===== src/rtl/banner_key_ctrl.sv =====
// Banner control front-end: debounces four board keys into saturating size/speed
// settings and paces the horizontal scroll position off the frame tick.

module bkc_key_debounce #(
  parameter int DB_CYCLES = 500000
) (
  input  logic clk,
  input  logic rst_n,
  input  logic key_raw,
  output logic press
);
  localparam int CNT_W = (DB_CYCLES > 1) ? $clog2(DB_CYCLES) : 1;
  localparam logic [CNT_W-1:0] CNT_LAST = CNT_W'(DB_CYCLES - 1);

  logic             sync1, s, stable;
  logic [CNT_W-1:0] cnt;

  always_ff @(posedge clk or negedge rst_n) begin
    if (!rst_n) begin
      sync1  <= 1'b1;
      s      <= 1'b1;
      stable <= 1'b1;
      cnt    <= '0;
      press  <= 1'b0;
    end else begin
      sync1 <= key_raw;
      s     <= sync1;
      press <= 1'b0;
      if (s == stable) begin
        cnt <= '0;
      end else if (cnt == CNT_LAST) begin
        // Accept the new level; only a fall (key pressed) is an event.
        stable <= s;
        cnt    <= '0;
        press  <= ~s;
      end else begin
        cnt <= cnt + 1'b1;
      end
    end
  end
endmodule

module banner_key_ctrl #(
  parameter int DB_CYCLES = 500000,
  parameter int BANNER_W  = 640
) (
  input  logic       clk,
  input  logic       rst_n,
  input  logic [3:0] key,
  input  logic       frame_tick,
  output logic [1:0] char_size,
  output logic [1:0] scroll_speed,
  output logic       scroll_step,
  output logic [9:0] scroll_pos
);
  localparam int NUM_KEYS = 4;
  localparam logic [9:0] POS_LAST = 10'(BANNER_W - 1);

  logic [NUM_KEYS-1:0] press;
  logic [2:0]          frame_cnt;
  logic [2:0]          period_m1;

  for (genvar g = 0; g < NUM_KEYS; g++) begin : g_key
    bkc_key_debounce #(.DB_CYCLES(DB_CYCLES)) u_db (
      .clk    (clk),
      .rst_n  (rst_n),
      .key_raw(key[g]),
      .press  (press[g])
    );
  end

  function automatic logic [1:0] sat_adj(input logic [1:0] v, input logic up, input logic dn);
    logic [1:0] r;
    r = v;
    if (up && !dn && v != 2'd3) r = v + 2'd1;
    if (dn && !up && v != 2'd0) r = v - 2'd1;
    return r;
  endfunction

  always_ff @(posedge clk or negedge rst_n) begin
    if (!rst_n) begin
      char_size    <= 2'd0;
      scroll_speed <= 2'd0;
    end else begin
      char_size    <= sat_adj(char_size, press[0], press[1]);
      scroll_speed <= sat_adj(scroll_speed, press[2], press[3]);
    end
  end

  // Period minus one: 7, 3, 1, 0 frames for speed 0..3.
  assign period_m1 = 3'd7 >> scroll_speed;

  // >= rather than == so a speed raise mid-count steps on the next tick.
  always_ff @(posedge clk or negedge rst_n) begin
    if (!rst_n) begin
      frame_cnt   <= 3'd0;
      scroll_step <= 1'b0;
      scroll_pos  <= 10'd0;
    end else begin
      scroll_step <= 1'b0;
      if (frame_tick) begin
        if (frame_cnt >= period_m1) begin
          frame_cnt   <= 3'd0;
          scroll_step <= 1'b1;
          scroll_pos  <= (scroll_pos == POS_LAST) ? 10'd0 : scroll_pos + 10'd1;
        end else begin
          frame_cnt <= frame_cnt + 3'd1;
        end
      end
    end
  end
endmodule


===== config.mk =====
export PLATFORM = sky130hd
export DESIGN_NAME = banner_key_ctrl
export DESIGN_NICKNAME = d
export VERILOG_FILES = /design/src/rtl/banner_key_ctrl.sv
export SDC_FILE = /design/constraint.sdc
export NUM_CORES = 1
export LEC_CHECK = 0
export ABC_AREA = 1
export BUFFER_PORTS_ARGS = -buffer_cell sky130_fd_sc_hd__buf_4
export CAP_MARGIN = 20
export CORE_MARGIN = 2
export CORE_UTILIZATION = 60
export DETAILED_ROUTE_END_ITERATION = 16
export PLACE_DENSITY_LB_ADDON = 0.1
export REMOVE_ABC_BUFFERS = 1
export SLEW_MARGIN = 20
export SYNTH_ARGS = -nofsm -noshare
export SYNTH_HDL_FRONTEND = slang
export SYNTH_HIERARCHICAL = 1
export SYNTH_SLANG_ARGS = --single-unit

===== constraint.sdc =====
create_clock -name clk -period 3.35 [get_ports clk]
set_input_delay 1.005 -clock clk [delete_from_list [all_inputs] [get_ports clk]]
set_output_delay 1.005 -clock clk [all_outputs]
set_load 0.005 [all_outputs]

==> results of run 1 <==
[per-stage QoR]
step                      std cells  cell area (um^2)  hold WS (ns)
after global routing            902              6480         0.367
final                           902              6480         0.362
after global placement          886              6280         0.348
after detailed placement        886              6280         0.349
after floorplan                 731              5940         0.345
after CTS                       902              6480         0.363
[synth_stat cells, types with 9 or more instances]
library cell / count / area (um^2)
sky130_fd_sc_hd__xor2_1: 30 / 263
sky130_fd_sc_hd__nor2_4: 12 / 135
sky130_fd_sc_hd__nor2_1: 137 / 514
sky130_fd_sc_hd__dfrtp_1: 98 / 2450
sky130_fd_sc_hd__a21oi_1: 15 / 75.1
sky130_fd_sc_hd__dfstp_2: 12 / 315
sky130_fd_sc_hd__nand3_1: 56 / 280
sky130_fd_sc_hd__o21ai_0: 13 / 65.1
sky130_fd_sc_hd__o21ai_1: 14 / 70.1
sky130_fd_sc_hd__nand2_1: 136 / 510
sky130_fd_sc_hd__nand4_1: 9 / 56.3
sky130_fd_sc_hd__nor2_2: 20 / 125
sky130_fd_sc_hd__inv_1: 89 / 334
sky130_fd_sc_hd__nand2_2: 15 / 93.8
sky130_fd_sc_hd__nor3_1: 12 / 60.1
sky130_fd_sc_hd__ha_1: 9 / 113
[area by class of cell]
class                      instances  area, um^2  share of cell area (%)
timing repair buffer              22         178                    2.74
clock buffer                      12         165                    2.55
sequential                       110        2770                    42.7
inverter                          99         374                    5.78
multi-input combinational        522        2800                    43.2
clock inverter                     4        30.0                   0.464
tap                              133         166                    2.57
[kinds of logic (layout without fill, tap and decap cells)]
| logic type | after synthesis | count (layout) | synth area share (%) |
|---|---|---|---|
| compound gates | 52 | 52 | 4.85 |
| xor+xnor | 42 | 42 | 6.68 |
| simple gates | 419 | 419 | 33.5 |
| flops | 110 | 110 | 46.5 |
| fa+ha+maj | 9 | 9 | 1.89 |
| buf+inv | 100 | 137 | 6.61 |
[flip-flops by register name, indices dropped and copies added (netlist names)]
signal,cells
char_size,2
frame_cnt,3
g_key.u_db/cnt,76
g_key.u_db/press,4
g_key.u_db/s,4
g_key.u_db/stable,4
g_key.u_db/sync1,4
scroll_pos,10
scroll_speed,2
scroll_step,1
[per-layer routing]
layer	part of all wire, %	vias up	GRT usage, %	wire length [um]
li1	-	2350	-	-
met1	48	2155	28.5	5100
met2	48	63	35.6	5120
met3	3.3	10	4.85	358
met4	1.1	0	7.43	123
met5	0	-	0	0
[report_power, final]
part	total, W	leakage (nW)	switching [W]	internal [W]
clock network	0.000758	0.0986	0.000425	0.000333
registers	0.00146	1.47	0.0000671	0.00139
logic	0.000284	1.38	0.000163	0.000122
total	0.00250	2.95	0.000655	0.00185
[path summary, 6_finish.rpt]
path / depth (start not counted) / startpoint / end
max: 1 / scroll_pos[5] / scroll_pos[5]
min: 0 / g_key[2].u_db/sync1 / g_key[2].u_db/s
max reg2reg: 8 / scroll_speed[0] / scroll_pos[3]
min reg2reg: 0 / g_key[2].u_db/sync1 / g_key[2].u_db/s
max in group asynchronous: 2 / rst_n / g_key[2].u_db/sync1
min in group asynchronous: 1 / rst_n / scroll_pos[7]
[layout by cell type (no fill, tap or decap), types with 2 or more instances in the layout]
cell | synthesis | final
sky130_fd_sc_hd__a21oi_1 | 15 | 15
sky130_fd_sc_hd__buf_4 | 0 | 21
sky130_fd_sc_hd__clkbuf_8 | 0 | 12
sky130_fd_sc_hd__clkinv_4 | 0 | 2
sky130_fd_sc_hd__dfrtp_1 | 98 | 98
sky130_fd_sc_hd__dfstp_2 | 12 | 12
sky130_fd_sc_hd__ha_1 | 9 | 9
sky130_fd_sc_hd__inv_1 | 89 | 89
sky130_fd_sc_hd__inv_2 | 8 | 8
sky130_fd_sc_hd__nand2_1 | 136 | 136
sky130_fd_sc_hd__nand2_2 | 15 | 15
sky130_fd_sc_hd__nand2_4 | 5 | 5
sky130_fd_sc_hd__nand3_1 | 56 | 56
sky130_fd_sc_hd__nand3_2 | 6 | 6
sky130_fd_sc_hd__nand4_1 | 9 | 9
sky130_fd_sc_hd__nor2_1 | 137 | 137
sky130_fd_sc_hd__nor2_2 | 20 | 20
sky130_fd_sc_hd__nor2_4 | 12 | 12
sky130_fd_sc_hd__nor3_1 | 12 | 12
sky130_fd_sc_hd__nor3b_1 | 4 | 4
sky130_fd_sc_hd__nor3b_2 | 4 | 4
sky130_fd_sc_hd__o21a_1 | 4 | 4
sky130_fd_sc_hd__o21ai_0 | 13 | 13
sky130_fd_sc_hd__o21ai_1 | 14 | 14
sky130_fd_sc_hd__o21ai_2 | 3 | 3
sky130_fd_sc_hd__or2_2 | 2 | 2
sky130_fd_sc_hd__xnor2_1 | 8 | 8
sky130_fd_sc_hd__xor2_1 | 30 | 30
sky130_fd_sc_hd__xor2_2 | 4 | 4
==> summary by stage, run 1 <==
Clock tree
The number of buffers added to fix hold violations after cts is 0. Clock-pin slew was measured on the worst setup and hold paths at 0.09 ns. The maximum buffer depth of the clock tree is 2. The cell sitting at the root of the clock tree is a sky130_fd_sc_hd__clkbuf_8. The number of sinks driven by the clock tree is 110. The H-tree depth reported by CTS is 3. In this run, CTS created clock tree buffers numbering 9. The total setup buffers inserted after CTS is 0.

The number of cells upsized or downsized after cts is 0. The CTS tree is built. The clock reaches the later pin of the worst-skew pair after 0.37 ns.

Final layout
The core utilization of the finished layout is between 60% and 70%. The number of antenna diodes in the final layout is 0. From synthesis to final layout, the design area changed by 8.71%.

The share of cells above drive strength 1 is ~17%. The layout has 838 filler cells. In the final design database the tool counted 780 nets.

Global route
The first global-routing pass estimated 19.1 mm of wire. Global routing used a little over a fifth of the available tracks across all layers. Entering global routing, the biggest net connects 66 pins. The number of global-route vias before repair is 4345.

The number of antenna violations at the first check in global routing is 0. The sum of overflow across all layers after global routing is 0.

Placed design
The count of buffers inserted at the top-level ports is 21. The congestion estimate from routability-driven global placement came to 0.840. The pre-CTS setup slack is roughly 1.5 ns.

The sum of net half-perimeters after detailed placement is just over 8 mm.

Worst setup path
STA classifies the critical path startpoint as a flip-flop. On the worst path, the slowest cell contributes a delay of 0.47 ns. Counting both buffers and inverters, the worst setup path holds a total of 1. For the worst setup path, the data required time is 2.34 ns. The signal arrival time at the worst endpoint is between 1 and 1.5 ns. The signal on the critical path passes through buf_4. For this design, the slowest cell found on the critical path is sky130_fd_sc_hd__dfrtp_1. STA classifies the critical path endpoint as a primary output. The largest fanout of any net on the critical path is 6. The critical path start-end classification is flip-flop to primary output. The cell family contributing the most delay on the critical path is flip-flops.

The setup check on the worst reg-to-reg path leaves a slack of 1.56 ns.

Floorplan
The floorplan step set the die height to 104 um. In this run the horizontal extent of the chip is between 100 and 150 um. The floorplan has 36 rows. After floorplanning, the core was sized to cover 9680 um^2. For this configuration, the core starts out at a cell density of 61.5%.

The number of I/O pins is 22. The die footprint is 10700 um^2.

Route
The count of routing violations after the opening detailed-route iteration is between 200 and 250. The routed wire length per instance is 11.9 um. Summing over every cut layer, the via total after detailed routing is 4578. The length of the first detailed-routing pass in iterations is 4.

In this run the remaining antenna-violating nets after routing total 0. The ratio of routed vias to standard cells is approximately 5. The DRC violations left is 0.

The total wire length after detailed routing is 10.7 mm.

Min path
The type of the most critical hold path is flip-flop to flip-flop.

Logic synthesis
The cell area after technology mapping is roughly 6000 um^2. Synthesis inferred 110 register bits. The average footprint of a synthesized cell is 8.14 um^2. Of the synthesized area, sequential elements account for 46.5%.

Counting flops with an async set or reset pin after synthesis yields a share of 100%. The number of enable-type register cells in the synthesized netlist is 0. The post-synthesis cell count is 732. The Yosys step of the flow raised 6 warnings. The number of distinct standard cells referenced by the synthesized netlist is 33. For this run, the leading register cell type out of synthesis is sky130_fd_sc_hd__dfrtp_1.

Flow run
The max-cap check violation count is 0.

Power and ir drop
The total power density per cell area is 386 nW/um^2. The static leakage power is 2.95 nW. After layout, the design draws a total of about 0.0025 W. The worst-case IR drop observed on VDD is 300 uV.

STA
The final total negative setup slack is 0 ns. Setup violations remaining at the end of the flow were counted as 0. The number of failing hold endpoints at the final stage is 0.

Setup repair after global routing left no endpoint under its margin. The worst pin sits at a relative slew slack of about three fifths. The shortest clock period the worst path allows after layout is 2.01 ns. For the final database, setup skew stands at 0.00721 ns. Timing would allow up to 497 MHz.

The final number of max-transition violations is 0. The final worst slack is 1.34 ns. At the pin with the least slew margin, the transition time is 0.593 ns. The worst path uses roughly 60% of the clock period.

Run status
The flow ran to the end, and the final reports show no timing, DRC or antenna violations.
No activity file was read; power rests on OpenSTA's default activity.
==> run 2: changes to the inputs <==
--- a/config.mk
+++ b/config.mk
@@ -9,7 +9,7 @@
 export BUFFER_PORTS_ARGS = -buffer_cell sky130_fd_sc_hd__buf_4
 export CAP_MARGIN = 20
 export CORE_MARGIN = 2
-export CORE_UTILIZATION = 60
+export CORE_UTILIZATION = 56
 export DETAILED_ROUTE_END_ITERATION = 16
 export PLACE_DENSITY_LB_ADDON = 0.1
 export REMOVE_ABC_BUFFERS = 1
==> constraint.sdc (replaced) <==
create_clock -name clk -period 1.77 [get_ports clk]
set_input_delay 0.531 -clock clk [delete_from_list [all_inputs] [get_ports clk]]
set_output_delay 0.531 -clock clk [all_outputs]
set_load 0.005 [all_outputs]
==> run 2 against run 1 <==
  * Die area rose by 6.9%
  * Combinational power increased by 100%
  * Worst setup slack lost 1.2 ns
  * Worst hold slack worse by 0.21 ns
  * Via count is 0.11% higher
  * Core utilization fell by 3.4 points
  * Sequential power grew 90%
  * Largest cell class unchanged
  * Non-clock buffer count is 6 higher
==> summary by stage, run 2 (synthesized netlist as in run 1, its figures left out) <==
Run status
Outcome: finished, final reports clean (unchanged).

Floorplan
The die footprint is 11500 um^2 (was 10700 um^2). The die width was 107 um (was 104 um). The die span in y is 107 um (was 104 um). The initial standard-cell utilization of the core was 57.7% (was 61.5%). The number of I/O pins is 22 (unchanged). The area inside the core boundary was 10300 um^2 (was 9680 um^2).

The placement row count came to 37 (was 36).

Final layout
The filler cell count came to 888 (was 838). Most frequent cells in the layout: sky130_fd_sc_hd__nor2_1, sky130_fd_sc_hd__nand2_1, sky130_fd_sc_hd__dfrtp_1 (unchanged). The most common library cell in the layout ignoring fill and taps is sky130_fd_sc_hd__nor2_1 (unchanged).

The share of cells above drive strength 1 is 17.9% (was 17.2%). The sequential standard cell area is 2770 um^2 (unchanged). The net count reported at finish is 786 (was 780).

The number of diodes added for antenna fixing is 0 (unchanged). The layout-stage area growth over the synthesis result is 9.93% (was 8.71%). The flip-flop count of the largest register, all copies and words added is 76 (unchanged).

The most flop-heavy register is g_key.u_db/cnt (unchanged). The multi-input logic area is 2820 um^2 (was 2800 um^2). Largest registers: g_key.u_db/cnt (76), scroll_pos (10) (unchanged).

The area of all placed cells without fillers came to 6550 um^2 (was 6480 um^2).

Power and ir drop
The switching part of the total power is 26.5% (was 26.2%). The combinational share of power is 11.7% (was 11.4%). The internal power of the cells is 0.00358 W (was 0.00185 W).

The part of the total power dissipated in the clock network came to 31.4% (was 30.3%). The total power density per cell area was 744 nW/um^2 (was 386 nW/um^2). The fraction of power consumed by sequential logic is 56.9% (was 58.4%).

The switching power total is 0.00129 W (was 0.000655 W). The maximum ir drop on the vdd rail is 590 uV (was 300 uV). The static leakage power is 2.98 nW (was 2.95 nW).

Global route
The number of global-route vias before repair is 4301 (was 4345). The largest net degree at the start of global routing is 58 (was 66). The all-layer global routing usage was 21.4% (was 21.6%). The sum of overflow across all layers after global routing was 0 (unchanged). The number of antenna violations at the first check in global routing is 0 (unchanged). The wire length of the first global-routing pass is 19.7 mm (was 19.1 mm).

Clock tree
The number of sinks driven by the clock tree is 110 (unchanged). The maximum buffer depth of the clock tree was 2 (unchanged). The total CTS buffers is 9 (unchanged). The H-tree depth reported by CTS is 3 (unchanged). The clock insertion delay at the later pin of the skew report is 0.37 ns (about the same). The number of buffers added to fix hold violations after cts is 0 (unchanged).

The CTS tree is built (unchanged). The clock transition at the registers of the reported paths was 0.10 ns (was 0.09 ns). The cell at the root of the clock tree was sky130_fd_sc_hd__clkbuf_8 (unchanged).

STA
The smallest clock period supported by the final layout is computed as 1.62 ns. Setup repair after global routing missed its margin: no (unchanged). The final number of max-transition violations is 0 (unchanged). The post-route clock skew is 0.00964 ns (was 0.00721 ns). The final cycle utilization of the critical path is 91.7%.

The number of failing hold endpoints at the final stage is 0 (unchanged). The setup-violating endpoint count in the final report is 0 (unchanged). The final total negative setup slack is 0 ns (unchanged). Static timing analysis puts the maximum clock frequency at between 600 and 700 MHz. The worst max-slew margin expressed relative to the limit was 76.0% (was 60.5%). The transition at the pin with the smallest max-transition slack is 0.361 ns (was 0.593 ns).

Min path
The type of the most critical hold path is primary input to asynchronous set/reset pin (was flip-flop to flip-flop).

Route
The count of routing violations after the opening detailed-route iteration came to 232 (was 215). The DRC violations left was 0 (unchanged). The total wire length after detailed routing is 11.1 mm (was 10.7 mm).

The length of the first detailed-routing pass in iterations came to 5 (was 4). The remaining antenna violation count came to 0 (unchanged). The ratio of routed vias to standard cells was 5.03 (was 5.08).

The routed wire length per instance came to 12.2 um (was 11.9 um). The detailed-route via count was 4583 (was 4578).

Worst setup path
The signal arrival time at the worst endpoint was 1.88 ns (was 1.01 ns). The largest stage delay on the critical path is 0.39 ns (was 0.47 ns). The type of element launching the critical path is a flip-flop (unchanged). The cell that appears most often on the critical path is sky130_fd_sc_hd__nand2_1. The required time at the endpoint of the critical path is 2.03 ns (was 2.34 ns).

The category of the worst setup path capture point was a flip-flop (was primary output). The worst reg2reg path endpoint is scroll_pos[7] (was scroll_pos[3]). The number of gates on the worst path with buffers counted is 10 (was 1).

The largest fanout of any net on the critical path is 8 (was 6). The launch instance of the worst register-to-register path was scroll_speed[0] (unchanged). The path depth of the worst reg2reg path is 10 (was 8).

The slack of the worst reg-to-reg path is 0.15 ns (was 1.56 ns). The worst setup path endpoint was scroll_pos[7] (was scroll_pos[5]). The sum of buffers and inverters on the critical path was 2 (was 1). The critical path start-end classification was flip-flop to flip-flop (was flip-flop to primary output).

The cell family with the largest share of critical-path delay is simple AND/OR/NAND/NOR gates (was flip-flops). The slowest cell on the critical path was sky130_fd_sc_hd__dfrtp_1 (unchanged). Cell Chain, Critical Path: or2_4 -> ha_4 -> nand2_1 -> clkinv_1 -> nand2_1 -> nand2_2 -> nand2_4 -> buf_4 -> nand2_1 -> o21ai_1 (was buf_4). The start point of the critical path is scroll_speed[0] (was scroll_pos[5]).

Flow run
The max-cap check violation count is 0 (unchanged).

Placed design
The weighted congestion reported at the end of routability-driven placement was 0.884 (was 0.840). The count of buffers inserted at the top-level ports is 21 (unchanged). The sum of net half-perimeters after detailed placement is 8.32 mm (was 8.21 mm). The total cell area at the placement stage came to 6320 um^2 (was 6280 um^2).
## run 2: changes by cell type in the layout (fill, tap and decap cells not counted), moves of 2 or more
cell | previous run | this run
sky130_fd_sc_hd__buf_4 | 21 | 27
sky130_fd_sc_hd__clkbuf_8 | 12 | 10
sky130_fd_sc_hd__clkinv_4 | 2 | 0
sky130_fd_sc_hd__inv_6 | 0 | 2
## run 2: repair_timing
item | CTS | global route
gates resized for setup | 0 | 4
setup buffers | 0 | 2
endpoints found under the setup margin | 0 | 8
## run 2: per-layer routing
layer	vias up	wire length [um]	share of wire, %	track usage [%]
met2	71	5240	47	34.0
met3	9	365	3.3	4.92
met4	0	101	0.91	5.57
met1	2133	5430	49	29.7
li1	2370	-	-	-
met5	-	0	0	0
## run 2: how the worst min path moves through the flow
stage                        startpoint               to  slack [ns]
floorplan                         rst_n     char_size[0]        0.24
global placement    g_key[3].u_db/sync1  g_key[3].u_db/s        0.35
detailed placement  g_key[2].u_db/sync1  g_key[2].u_db/s        0.35
CTS                               rst_n    scroll_pos[2]        0.15
global route                      rst_n    scroll_pos[4]        0.15
finish                            rst_n    scroll_pos[4]        0.16
## run 2: worst reg2reg max path, delay by kind of cell, from the launching register on
kind / cells / cell delay [ns]
AOI/OAI and AO/OA: 1 / 0.06
adders and majority gates: 1 / 0.27
buffers and inverters: 2 / 0.20
DFF: 1 / 0.39
and+or+nand+nor: 6 / 0.59
## run 2: cell type report
class	instances	area share (%)
multi-input cells	522	43.0
flip-flops and latches	110	42.3
inverters	99	5.75
repair buffers	28	3.40
well taps	136	2.60
clock buffers	11	2.16
clock inverters	5	0.860
## run 2: power by group through the flow
stage,logic (W),registers (W),clock network [W]
2_1_floorplan,0.000328,0.00279,0
3_3_place_gp,0.000533,0.00281,0
3_5_place_dp,0.000562,0.00282,0
4_1_cts,0.000565,0.00277,0.00160
5_1_grt,0.000664,0.00279,0.00169
6_report,0.000570,0.00277,0.00153
## run 2: stage by stage
stage	utilization [%]	power [W]	worst slack, ns	hold WS (ns)	std cells
global route	63.4	0.00514	0.0314	0.154	911
detailed placement	61.2	0.00338	0.0385	0.347	893
floorplan	-	0.00312	0.0977	0.235	731
finish	63.4	0.00487	0.147	0.155	911
CTS	63.1	0.00493	0.000502	0.150	909
global placement	61.2	0.00334	0.0845	0.346	893
==> run 3: changes to the inputs <==
--- a/config.mk
+++ b/config.mk
@@ -11,7 +11,7 @@
 export CORE_MARGIN = 2
 export CORE_UTILIZATION = 56
 export DETAILED_ROUTE_END_ITERATION = 16
-export PLACE_DENSITY_LB_ADDON = 0.1
+export PLACE_DENSITY = 0.78
 export REMOVE_ABC_BUFFERS = 1
 export SLEW_MARGIN = 20
 export SYNTH_ARGS = -nofsm -noshare
==> run 3 against run 2 <==
  * Sequential power about the same
  * Die area stayed put
  * First-iteration DRC count is 9.5% higher
  * Critical path type unchanged
  * Worst setup slack got worse by 0.062 ns
  * Clock power shrank 8%
  * Combinational power increased by 3%
==> summary by stage, run 3 (synthesized netlist as in run 1, its figures left out) <==
Run status
Outcome: finished, final reports clean (unchanged).

Final layout
The flip-flop count of the largest register, all copies and words added is 76 (unchanged). The net count reported at finish is 789 (was 786). The post-route non-filler standard cell count is 914 (was 911). The share of cells above drive strength 1 is 18.6% (was 17.9%). The number of diodes added for antenna fixing came to 0 (unchanged). Largest registers: g_key.u_db/cnt (76), scroll_pos (10) (unchanged). The layout-stage area growth over the synthesis result was 10.3% (was 9.93%).

The most flop-heavy register is g_key.u_db/cnt (unchanged). The filler cell count is 850 (was 888). Most frequent cells in the layout: sky130_fd_sc_hd__nand2_1, sky130_fd_sc_hd__nor2_1, sky130_fd_sc_hd__dfrtp_1 (was sky130_fd_sc_hd__nor2_1, sky130_fd_sc_hd__nand2_1, sky130_fd_sc_hd__dfrtp_1).

Clock tree
The H-tree depth reported by CTS came to 3 (unchanged). The CTS tree is built (unchanged). The clock insertion delay at the later pin of the skew report is 0.36 ns (was 0.37 ns). The number of buffers added to fix hold violations after cts is 0 (unchanged). The total CTS buffers is 9 (unchanged).

The maximum buffer depth of the clock tree came to 2 (unchanged). The clock transition at the registers of the reported paths came to 0.11 ns (was 0.10 ns). The number of sinks driven by the clock tree came to 110 (unchanged).

The cell at the root of the clock tree is sky130_fd_sc_hd__clkbuf_8 (unchanged).

STA
The final number of max-transition violations is 0 (unchanged). The final total negative setup slack is 0 ns (unchanged). The shortest clock period the worst path allows after layout was 1.68 ns (was 1.62 ns). The final worst slack is 0.0852 ns (was 0.147 ns). The post-route clock skew is 0.0140 ns (was 0.00964 ns). Setup repair after global routing missed its margin: no (unchanged). The setup-violating endpoint count in the final report was 0 (unchanged). The transition at the pin with the smallest max-transition slack is 0.363 ns (was 0.361 ns). The final cycle utilization of the critical path is 95.2% (was 91.7%).

The worst max-slew margin expressed relative to the limit is 75.8% (was 76.0%). The top achievable clock speed is 594 MHz (was 616 MHz). The number of failing hold endpoints at the final stage is 0 (unchanged).

Worst setup path
The critical path's most frequent cell is sky130_fd_sc_hd__nand2_1 (unchanged). The type of element launching the critical path was a flip-flop (unchanged). The cell family with the largest share of critical-path delay is simple AND/OR/NAND/NOR gates (unchanged). The largest fanout of any net on the critical path is 7 (was 8). The largest stage delay on the critical path came to 0.40 ns (was 0.39 ns). The signal arrival time at the worst endpoint is 1.97 ns (was 1.88 ns). The sum of buffers and inverters on the critical path was 1 (was 2).

The slowest cell on the critical path is sky130_fd_sc_hd__dfrtp_1 (unchanged). The category of the worst setup path capture point is a flip-flop (unchanged). The critical path start-end classification is flip-flop to flip-flop (unchanged). Cell Chain, Critical Path: or2_2 -> ha_4 -> nand2_1 -> clkinv_1 -> nand2_1 -> nand2_2 -> nand2_4 -> nor2_2 -> xor2_1 (was or2_4 -> ha_4 -> nand2_1 -> clkinv_1 -> nand2_1 -> nand2_2 -> nand2_4 -> buf_4 -> nand2_1 -> o21ai_1). The required time at the endpoint of the critical path is 2.05 ns (was 2.03 ns).

Power and ir drop
The switching power total came to 0.00134 W (was 0.00129 W). The internal power of the cells is 0.00342 W (was 0.00358 W). The static leakage power is 2.99 nW (was 2.98 nW). The maximum ir drop on the vdd rail was 510 uV (was 590 uV). The part of the total power dissipated in the clock network is 29.4% (was 31.4%). The total power density per cell area was 724 nW/um^2 (was 744 nW/um^2). The switching part of the total power came to 28.1% (was 26.5%).

The combinational share of power was 12.3% (was 11.7%). The fraction of power consumed by sequential logic is 58.3% (was 56.9%).

Placed design
The weighted congestion reported at the end of routability-driven placement came to 0.901 (was 0.884). The count of buffers inserted at the top-level ports is 21 (unchanged). The number of cells after detailed placement came to 895 (was 893). The pre-CTS setup slack was 0.0509 ns (was 0.0385 ns). The sum of net half-perimeters after detailed placement was 8.55 mm (was 8.32 mm).

Floorplan
The number of I/O pins came to 22 (unchanged). The area inside the core boundary is 10300 um^2 (unchanged). The die footprint came to 11500 um^2 (unchanged).

The die span in y was 107 um (unchanged). The placement row count came to 37 (unchanged). The initial standard-cell utilization of the core is 57.7% (unchanged). The die width is 107 um (unchanged).

Route
The count of routing violations after the opening detailed-route iteration is 254 (was 232). The length of the first detailed-routing pass in iterations was 4 (was 5). The DRC violations left came to 0 (unchanged).

The remaining antenna violation count is 0 (unchanged). The total wire length after detailed routing is 11.3 mm (was 11.1 mm). The routed wire length per instance came to 12.4 um (was 12.2 um). The detailed-route via count is 4685 (was 4583). The ratio of routed vias to standard cells is 5.13 (was 5.03).

Global route
The met2 track utilization from global routing is 34.7% (was 34.0%). The number of global-route vias before repair came to 4411 (was 4301). The met3 track demand over resource in global routing is 3.95% (was 4.92%). The met1 track utilization from global routing is 29.3% (was 29.7%). The largest net degree at the start of global routing is 34 (was 58). The number of antenna violations at the first check in global routing is 0 (unchanged). The wire length of the first global-routing pass is 19.7 mm (about the same). The most utilized layer in the global route result was met2 (unchanged).

The sum of overflow across all layers after global routing is 0 (unchanged). The all-layer global routing usage is 21.1% (was 21.4%).

Min path
The type of the most critical hold path was primary input to asynchronous set/reset pin (unchanged).

Flow run
The max-cap check violation count came to 0 (unchanged).
==> run 3: cell types whose count changed in the layout (fill, tap and decap cells not counted), sizes merged <==
| cell | delta |
|---|---|
| buf | +3 |
| inv | +3 |
| clkbuf | -2 |
| bufinv | -1 |
==> run 3: layer usage <==
layer / vias up / part of all wire (%)
met5: - / 0
met4: 0 / 0.49
met3: 4 / 4.7
met2: 94 / 48
met1: 2212 / 47
li1: 2375 / -
==> run 3: final cells by class <==
class / count / area [um^2] / area share (%)
clock inverters: 7 / 56.3 / 0.857
well taps: 136 / 170 / 2.59
multi-input cells: 522 / 2820 / 42.9
repair buffers: 31 / 258 / 3.92
flip-flops and latches: 110 / 2770 / 42.1
clock buffers: 9 / 124 / 1.88
inverters: 99 / 377 / 5.73
==> run 3: path summary, 6_finish.rpt <==
path                                      from               endpoint  slack, ns  depth (start not counted)
max in group asynchronous                rst_n    g_key[0].u_db/sync1       1.15                          2
min in group clk                        key[0]    g_key[0].u_db/sync1       0.27                          1
min                                      rst_n  g_key[1].u_db/cnt[14]       0.06                          1
min reg2reg                g_key[1].u_db/sync1        g_key[1].u_db/s       0.36                          0
max reg2reg                    scroll_speed[0]          scroll_pos[2]       0.09                          9
max                            scroll_speed[0]          scroll_pos[2]       0.09                          9
==> run 3: what timing repair did <==
item,4_1_cts,5_1_grt
endpoints found under the setup margin,0,8
resized for setup,0,5
setup buffers,0,3
==> run 3: per-stage QoR <==
step / instance area [um^2] / utilization (%) / hold slack, ns / total power, W
after floorplan: 5940 / - / 0.235 / 0.00312
after global placement: 6340 / 61.4 / 0.346 / 0.00334
after detailed placement: 6340 / 61.4 / 0.347 / 0.00338
after CTS: 6520 / 63.2 / 0.0561 / 0.00479
after global routing: 6570 / 63.7 / 0.0660 / 0.00501
final: 6570 / 63.7 / 0.0606 / 0.00476
==> run 3: power by group through the flow <==
stage / Combinational [W] / Clock [W] / Sequential [W]
floorplan: 0.000328 / 0 / 0.00279
global placement: 0.000537 / 0 / 0.00281
detailed placement: 0.000565 / 0 / 0.00282
CTS: 0.000566 / 0.00146 / 0.00277
global route: 0.000673 / 0.00155 / 0.00279
finish: 0.000585 / 0.00140 / 0.00278
